--- config.mk ---
export PLATFORM = sky130hd
export DESIGN_NAME = agc_gain_ctrl
export DESIGN_NICKNAME = d
export VERILOG_FILES = /design/src/rtl/agc_gain_ctrl.sv
export SDC_FILE = /design/constraint.sdc
export NUM_CORES = 2
export LEC_CHECK = 0
export CAP_MARGIN = 20
export CORE_MARGIN = 2
export CORE_UTILIZATION = 55
export DETAILED_ROUTE_END_ITERATION = 8
export DONT_BUFFER_PORTS = 1
export GPL_ROUTABILITY_DRIVEN = 1
export HOLD_SLACK_MARGIN = 0.1
export PLACE_DENSITY = 0.7
export REMOVE_ABC_BUFFERS = 1
export SYNTH_ARGS = -nofsm -noshare
export SYNTH_HDL_FRONTEND = slang
export SYNTH_SLANG_ARGS = --single-unit
--- constraint.sdc ---
create_clock -name clk -period 21.6 [get_ports clk]
set_input_delay 3.24 -clock clk [delete_from_list [all_inputs] [get_ports clk]]
set_output_delay 3.24 -clock clk [all_outputs]
set_load 0.01 [all_outputs]
--- src/rtl/agc_gain_ctrl.sv ---
// Closed-loop AGC gain controller: windowed I^2+Q^2 average, hysteretic compare, saturating gain step.
// Optional feature macro: AGC_FAST_ATTACK_EN (quadruple decrement when far above target).
module agc_gain_ctrl #(
    parameter int unsigned          DWIDTH    = 16,
    parameter int unsigned          GWIDTH    = 16,
    parameter int unsigned          LOG2_WIN  = 8,
    parameter logic [2*DWIDTH-1:0]  TARGET    = 32'h1000_0000,
    parameter logic [2*DWIDTH-1:0]  HYST      = 32'h0200_0000,
    parameter logic [GWIDTH-1:0]    GAIN_INIT = 16'h4000,
    parameter logic [GWIDTH-1:0]    GAIN_MIN  = 16'h0040,
    parameter logic [GWIDTH-1:0]    GAIN_MAX  = 16'h7FFF,
    parameter logic [GWIDTH-1:0]    STEP_UP   = 16'h0040,
    parameter logic [GWIDTH-1:0]    STEP_DN   = 16'h0100
) (
    input  logic                       clk,
    input  logic                       rst,
    input  logic                       in_valid,
    input  logic signed [DWIDTH-1:0]   in_real,
    input  logic signed [DWIDTH-1:0]   in_imag,
    input  logic                       freeze,
    output logic [GWIDTH-1:0]          gain,
    output logic                       gain_valid,
    output logic [2*DWIDTH-1:0]        power,
    output logic                       power_valid,
    output logic                       locked
);

    localparam int unsigned PW = 2 * DWIDTH;
    localparam int unsigned AW = PW + LOG2_WIN;

    localparam logic [PW:0]               HI_THR    = {1'b0, TARGET} + {1'b0, HYST};
    localparam logic [PW-1:0]             LO_THR    = TARGET - HYST;
    localparam logic signed [GWIDTH:0]    G_MIN_X   = {1'b0, GAIN_MIN};
    localparam logic signed [GWIDTH:0]    G_MAX_X   = {1'b0, GAIN_MAX};
    localparam logic signed [GWIDTH:0]    STEP_UP_X = {1'b0, STEP_UP};
    localparam logic signed [GWIDTH:0]    STEP_DN_X = {1'b0, STEP_DN};
`ifdef AGC_FAST_ATTACK_EN
    localparam logic [PW+1:0]             BIG_THR    = {TARGET, 2'b00};
    localparam logic signed [GWIDTH:0]    STEP_BIG_X = {1'b0, STEP_DN[GWIDTH-3:0], 2'b00};
`endif

    typedef enum logic [1:0] {
        ACCUM   = 2'd0,
        COMPARE = 2'd1,
        UPDATE  = 2'd2
    } state_e;

    logic                      s1_v_q;
    logic signed [DWIDTH-1:0]  s1_re_q, s1_im_q;
    logic                      s2_v_q;
    logic [PW-1:0]             s2_sqr_q, s2_sqi_q;
    logic                      s3_v_q;
    logic [PW-1:0]             s3_sum_q;
    logic [AW-1:0]             acc_q;
    logic [LOG2_WIN-1:0]       cnt_q;
    logic [PW-1:0]             power_q;
    logic                      power_valid_q;

    state_e                    state_q, state_d;
    logic                      above_q, above_d, below_q, below_d;
`ifdef AGC_FAST_ATTACK_EN
    logic                      big_q, big_d;
`endif
    logic [GWIDTH-1:0]         gain_q, gain_d;
    logic                      locked_q, locked_d;
    logic                      gain_valid_q, gain_valid_d;

    logic signed [PW-1:0]      re_x_s, im_x_s;
    logic [PW-1:0]             sqr_s, sqi_s;
    logic [AW-1:0]             acc_sum_s;
    logic                      win_end_s;
    logic signed [GWIDTH:0]    g_x_s, dn_step_s, dn_x_s, up_x_s;
    logic [GWIDTH-1:0]         dn_sat_s, up_sat_s;

    // Squares and accumulator sum; both squares fit in PW bits even for the most negative input.
    always_comb begin
        re_x_s    = {{DWIDTH{s1_re_q[DWIDTH-1]}}, s1_re_q};
        im_x_s    = {{DWIDTH{s1_im_q[DWIDTH-1]}}, s1_im_q};
        sqr_s     = $unsigned(re_x_s * re_x_s);
        sqi_s     = $unsigned(im_x_s * im_x_s);
        acc_sum_s = acc_q + AW'(s3_sum_q);
        win_end_s = s3_v_q && (cnt_q == {LOG2_WIN{1'b1}});
    end

    // Datapath pipeline and window accumulator.
    always_ff @(posedge clk or posedge rst) begin
        if (rst) begin
            s1_v_q        <= 1'b0;
            s1_re_q       <= '0;
            s1_im_q       <= '0;
            s2_v_q        <= 1'b0;
            s2_sqr_q      <= '0;
            s2_sqi_q      <= '0;
            s3_v_q        <= 1'b0;
            s3_sum_q      <= '0;
            acc_q         <= '0;
            cnt_q         <= '0;
            power_q       <= '0;
            power_valid_q <= 1'b0;
        end else begin
            s1_v_q <= in_valid;
            if (in_valid) begin
                s1_re_q <= in_real;
                s1_im_q <= in_imag;
            end
            s2_v_q <= s1_v_q;
            if (s1_v_q) begin
                s2_sqr_q <= sqr_s;
                s2_sqi_q <= sqi_s;
            end
            s3_v_q <= s2_v_q;
            if (s2_v_q) begin
                s3_sum_q <= s2_sqr_q + s2_sqi_q;
            end
            power_valid_q <= win_end_s;
            if (s3_v_q) begin
                if (win_end_s) begin
                    power_q <= PW'(acc_sum_s >> LOG2_WIN);
                    acc_q   <= '0;
                    cnt_q   <= '0;
                end else begin
                    acc_q   <= acc_sum_s;
                    cnt_q   <= cnt_q + {{(LOG2_WIN-1){1'b0}}, 1'b1};
                end
            end
        end
    end

    // Saturating gain candidates, evaluated one bit wider so they never wrap.
    always_comb begin
        g_x_s = {gain_q[GWIDTH-1], gain_q};
`ifdef AGC_FAST_ATTACK_EN
        if (big_q) begin
            dn_step_s = STEP_BIG_X;
        end else begin
            dn_step_s = STEP_DN_X;
        end
`else
        dn_step_s = STEP_DN_X;
`endif
        dn_x_s = g_x_s - dn_step_s;
        up_x_s = g_x_s + STEP_UP_X;
        if (dn_x_s < G_MIN_X) begin
            dn_sat_s = GAIN_MIN;
        end else begin
            dn_sat_s = dn_x_s[GWIDTH-1:0];
        end
        if (up_x_s > G_MAX_X) begin
            up_sat_s = GAIN_MAX;
        end else begin
            up_sat_s = up_x_s[GWIDTH-1:0];
        end
    end

    // Control FSM: next state, compare flags and gain update.
    always_comb begin
        state_d      = state_q;
        above_d      = above_q;
        below_d      = below_q;
`ifdef AGC_FAST_ATTACK_EN
        big_d        = big_q;
`endif
        gain_d       = gain_q;
        locked_d     = locked_q;
        gain_valid_d = 1'b0;
        case (state_q)
            ACCUM: begin
                if (win_end_s) begin
                    state_d = COMPARE;
                end else begin
                    state_d = ACCUM;
                end
            end
            COMPARE: begin
                above_d = ({1'b0, power_q} > HI_THR);
                below_d = (power_q < LO_THR);
`ifdef AGC_FAST_ATTACK_EN
                big_d   = ({2'b00, power_q} >= BIG_THR);
`endif
                state_d = UPDATE;
            end
            UPDATE: begin
                state_d = ACCUM;
                if (!freeze) begin
                    gain_valid_d = 1'b1;
                    locked_d     = !above_q && !below_q;
                    if (above_q) begin
                        gain_d = dn_sat_s;
                    end else if (below_q) begin
                        gain_d = up_sat_s;
                    end else begin
                        gain_d = gain_q;
                    end
                end else begin
                    gain_d = gain_q;
                end
            end
            default: begin
                state_d = ACCUM;
            end
        endcase
    end

    // Control state and registered gain outputs.
    always_ff @(posedge clk or posedge rst) begin
        if (rst) begin
            state_q      <= ACCUM;
            above_q      <= 1'b0;
            below_q      <= 1'b0;
`ifdef AGC_FAST_ATTACK_EN
            big_q        <= 1'b0;
`endif
            gain_q       <= GAIN_INIT;
            locked_q     <= 1'b0;
            gain_valid_q <= 1'b0;
        end else begin
            state_q      <= state_d;
            above_q      <= above_d;
            below_q      <= below_d;
`ifdef AGC_FAST_ATTACK_EN
            big_q        <= big_d;
`endif
            gain_q       <= gain_d;
            locked_q     <= locked_d;
            gain_valid_q <= gain_valid_d;
        end
    end

    assign gain        = gain_q;
    assign gain_valid  = gain_valid_q;
    assign power       = power_q;
    assign power_valid = power_valid_q;
    assign locked      = locked_q;

endmodule
* Word-level counts from Yosys, hierarchy flattened
Cells that the tools add are included.
W data, S select, Z words.
** Word-level totals
- Flip-flop bits (word level) :: 234
- Input port bits :: 36
- Output and inout port bits :: 51
- Word-level logic and storage cells :: 52
** Operators by class
- Add/sub/neg operators :: 5
- Multipliers :: 2
- Order comparisons :: 4
- Equal/unequal tests :: 3
- Mux-type cells :: 10
- Bitwise gates (word level) :: 1
- Reductions and logical operators :: 9
** Operators with widths (count)
- $mul A16 B16 Y32 :: 2
- $mux W16 :: 4
- $add A40 B32 Y40 :: 1
- $mux W40 :: 1
- $add A32 B32 Y32 :: 1
- $gt A32 B29 Y1 const B :: 1
- $lt A32 B28 Y1 const B :: 1
- $add A16 B8 Y17 const B :: 1
- $gt A17 B16 Y1 const B :: 1
- $lt A17 B8 Y1 const B :: 1
- $sub A16 B10 Y17 const B :: 1
- $add A8 B1 Y8 const B :: 1
- $eq A8 B8 Y1 const B :: 1
- $mux W8 :: 1
- $pmux W2 S2 :: 1
- $reduce_and A2 Y1 :: 2
- $mux W1 :: 3
- $reduce_and A3 Y1 :: 1
- $eq A2 B1 Y1 const B :: 1
- $eq A2 B2 Y1 const B :: 1
- $logic_and A1 B1 Y1 :: 2
- $logic_not A1 Y1 :: 2
- $logic_not A2 Y1 :: 1
- $reduce_bool A2 Y1 :: 1
- $not A1 Y1 :: 1

* Depth between registers and ports, before layout
- Depth in word-level cells :: 5
- Mapped depth :: 25
- Gate-level depth less buffers :: 24

* Worst setup path before layout
Ideal clock, no wire load.
- Path type :: register to register
- From :: reg s1_im_q[6]
- To :: reg s2_sqi_q[31]
- Setup time :: 125 ps
- Arrival :: 6132 ps
- Data required time :: 21475 ps
- Setup slack :: 15344 ps
- Cell stages (with the launch flop) :: 23
- Buffers on the path :: 2
- Clock period less this slack :: 6256 ps
- Path through :: dfrtp_1 > clkbuf_1 > clkbuf_1 > nand2_1 > fa_1 > inv_1 > fa_1 > fa_1 > fa_1 > fa_1 > inv_1 > fa_1 > inv_1 > ha_1 > nand4_1 > nor2_1 > nand2_1 > o31ai_2 > a21oi_1 > o311ai_1 > a311oi_1 > xnor2_1 > mux2_2
** Between the ends
- Longest elaborated chain between the ends :: 1
** Ends and longest elaborated chain
- from (decl) :: line 49 : logic signed [DWIDTH-1:0] s1_re_q, s1_im_q;
- from (signal assigned) :: line 104 : s1_im_q <= in_imag;
- $mul A16 B16 Y32 :: line 80 : sqi_s = $unsigned(im_x_s * im_x_s);
- to (signal assigned) :: line 109 : s2_sqi_q <= sqi_s;
- to (decl) :: line 51 : logic [PW-1:0] s2_sqr_q, s2_sqi_q;
No other way between the ends.
A chain may end at the register's enable or synchronous reset.

* Worst setup path after layout
- From :: reg s1_re_q[15]
- To :: reg s2_sqr_q[28]
** Between the ends
- Longest elaborated chain between the ends :: 1
** Ends and longest elaborated chain
- from (decl) :: line 49
- from (signal assigned) :: line 103 : s1_re_q <= in_real;
- $mul A16 B16 Y32 :: line 79 : sqr_s = $unsigned(re_x_s * re_x_s);
- to (signal assigned) :: line 108 : s2_sqr_q <= sqr_s;
- to (decl) :: line 51
No other way between the ends.

==> summary.md <==
| Metric | Value |
|---|---|
| #FFs+latches synth | 227 |
| Setup tns final | 0 ns |
| I/O pins | 87 |
| Top Layer Used | met5 |
| Rel. slew slack | 26.8% |
| Max stage delay on crit path | approximately 0.90 ns |
| Fmax | 134 MHz |
| Root buffer cell | clkbuf_16 |
| Gpl congestion | around 0.91 |
| Primary FF master, synth | dfrtp_1 |
| Cts repair resizes | 0 |
| Clock tree buffer depth | 3 |
| CP endpoint kind | register |
| Library cells used by synthesis | 76 |
| Worst path cell trace | clkinv_1 -> nor2_1 -> fa_1 -> fa_1 -> fa_1 -> fa_1 -> fa_1 -> inv_1 -> fa_1 -> inv_1 -> ha_1 -> nand3_1 -> nor2_1 -> and3_1 -> nand4_1 -> a311oi_1 -> o21ai_0 -> a21o_1 -> a31o_2 |
| Num Clock Sinks | between 200 and 250 |
| Final Cycle Share | 34.5% |
| CTS clock-pin slew for the worst setup and hold paths | 0.06 ns |
| CP startpoint kind | register |
| Met2 wire len | 32.8 mm |
| Adder-cell share of the synthesized area | a little over two fifths |
| Vias in the first global route | 23.0k |
| Diodes inserted | 0 |
| Final #Nets | ~3.8k |
| Site row count | 85 |
| Least-Margin Pin Slew | about 1.1 ns |
| Met3 Wirelength | 2.73 mm |
| Crit path arrival time | roughly 8 ns |
| Max Cap Viol | 0 |
| Req. time, crit path | 22.05 ns |
| Most common cell on crit path | fa_1 |
| Synth Area in Simple Gates | 10.7% |
| Largest net degree at the start of global routing | 108 |
| Largest family of logic cells by synthesized area | adder cells |
| Max Slew Vio Count | 0 |
| Slowest cell on the critical path | fa_1 |
| Met1 Wirelength | 27.9 mm |
| Warnings, synthesis | 0 |
| Congestion Overflow GR | 0 |
| Post-route ant nets | 0 |
| Synth-to-Final Area Change | 5.10% |
| Chip Height | 237 um |
| Hold Vio Cnt, Final | 0 |
| # fillers | approximately 4.6k |
| Total die area | approximately 56,000 um^2 |
| HPWL after DPL | around 52 mm |
| CP Max Fanout | 18 |
| Worst-Skew Late Latency | about 0.58 ns |
| Xor/xnor share of the synthesized area | 4.10% |
| Vias per inst | 5.63 |
| WL final | 65.1 mm |
| First DRT Iteration DRCs | between 1k and 1.5k |
| Tmin final | 7.44 ns |
| Die width | 237 um |
| Synthesized area | 29,900 um^2 |
| Kind of critical path | reg2reg |
| DR pass1 iterations | 6 |
| Post-synthesis mux area share | 3.56% |
| Worst min path class | reg2reg |
| Total CTS buffers | 28 |
| Syn Inst Count | 3,123 |
| Routed WL per cell | ~17 um |
| DRC | 0 |
| Initial antenna violation count | 2 |
| Via count | 21.3k |
| Clock tree from TritonCTS | built |
| Synth Area in Compound Gates | 10.8% |
| Most frequent cells in the layout | inv_1, fa_1, nand2_1, ha_1, dfrtp_1 |
| Skew final | 0.0217 ns |
| Hold buffer count at cts | 0 |
| # port buffers | 0 |
| Total GRT Usage | between 20% and 30% |
| Asr flop ratio synth | 100% |
| Core area | 53,800 um^2 |
| First-pass GRT wire length | 111 mm |
| EDFF count, synth | 0 |
| Commonest non-fill, non-tap cell in the layout | inv_1 |
| Seq/Total Area, Yosys | 19.0% |
| Post-Syn Area per Cell | 9.57 um^2 |
| RSZ-0062 raised after global routing | false |
| Setup violators final | 0 |
| H-Tree Depth | 1 |
| Post-CTS setup buffer count | 0 |
| Layout cells sized above 1 | 6.14% |
| Initial core utilization | approximately 56% |
| Status | completed |
synthesized netlist by cell type (all sizes together), types with 7 or more instances:
master,number,area (um^2)
nand3,40,200
a31o,23,201
nor2,121,454
a21o,50,375
mux2,90,1010
clkbuf,87,327
o311ai,7,61.3
nor3b,8,60.1
a21oi,101,524
or2,8,50.1
buf,16,95.1
o31ai,13,103
o21bai,12,90.1
and3,19,119
or3,8,50.1
nor2b,22,138
nor4,14,87.6
o22ai,25,156
xor2,42,368
nand2,269,1010
a311oi,7,61.3
nor3,25,125
nand2b,18,113
o21ai,111,556
a211oi,21,158
dfrtp,226,5660
a31oi,17,106
and4,9,78.8
xnor2,98,858
and2,79,494
ha,247,3090
fa,469,9390
nand4,12,75.1
o21a,14,105
inv,687,2580
o211ai,18,135
registers in the layout (all words and copies together), names as in the netlist:
| register | flops |
|---|---|
| s2_v_q | 1 |
| gain_valid | 1 |
| power | 32 |
| gain | 11 |
| s2_sqi_q | 31 |
| s1_re_q | 16 |
| above_q | 1 |
| state_q | 2 |
| cnt_q | 8 |
| acc_q | 40 |
| s2_sqr_q | 31 |
| power_valid | 1 |
| s3_sum_q | 32 |
| locked | 1 |
| s1_im_q | 16 |
| below_q | 1 |
| s1_v_q | 1 |
| s3_v_q | 1 |
final cells by class:
class,count,area (um^2),share of cell area (%)
multi-input cells,2102,21200,67.5
flip-flops and latches,227,5680,18.1
inverters,691,2600,8.28
well taps,696,871,2.77
clock buffers,35,757,2.41
clock inverters,16,216,0.689
repair buffers,9,87.6,0.279
cells by family after synthesis:
logic type               Yosys count
XOR/XNOR                         140
AO/OA/AOI/OAI                    480
buffers and inverters            794
adder cells (fa/ha/maj)          716
flip-flops                       227
multiplexers                      95
AND/OR/NAND/NOR                  671
through the flow:
stage	utilization [%]	instance area (um^2)	cells	hold WS, ns	setup WS, ns
2_1_floorplan	-	29500	3020	0.418	12.14
3_3_place_gp	56.5	30400	3724	0.428	14.54
3_5_place_dp	56.5	30400	3724	0.443	14.28
4_1_cts	58.3	31400	3775	0.454	14.25
5_1_grt	58.4	31400	3776	0.487	13.69
6_report	58.4	31400	3776	0.452	14.16
per-layer routing:
layer  vias to the layer above  GRT usage [%]
met4                         4           6.29
li1                       9829              -
met1                     10800           32.5
met3                       115           2.31
met5                         -              0
met2                       471           42.9
worst paths after layout:
kind | startpoint | slack (ns) | depth (start not counted) | end
max in group asynchronous | rst | 17.59 | 2 | s1_v_q
min reg2reg | state_q[1] | 0.45 | 1 | state_q[0]
max | s1_re_q[15] | 14.16 | 19 | s2_sqr_q[28]
min | state_q[1] | 0.45 | 1 | state_q[0]
min in group asynchronous | rst | 2.68 | 1 | s1_re_q[3]
max reg2reg | s1_re_q[15] | 14.16 | 19 | s2_sqr_q[28]
critical path, delay by kind of cell (launching register included):
kind            cells  cell delay, ns
compound gates      4            1.00
fa+ha+maj           7            3.87
buf+inv             3            0.70
flops               1            0.71
simple gates        5            1.05
Power is not shown: default switching activity piles up to over one toggle a cycle in this logic, so the estimate is an artifact.
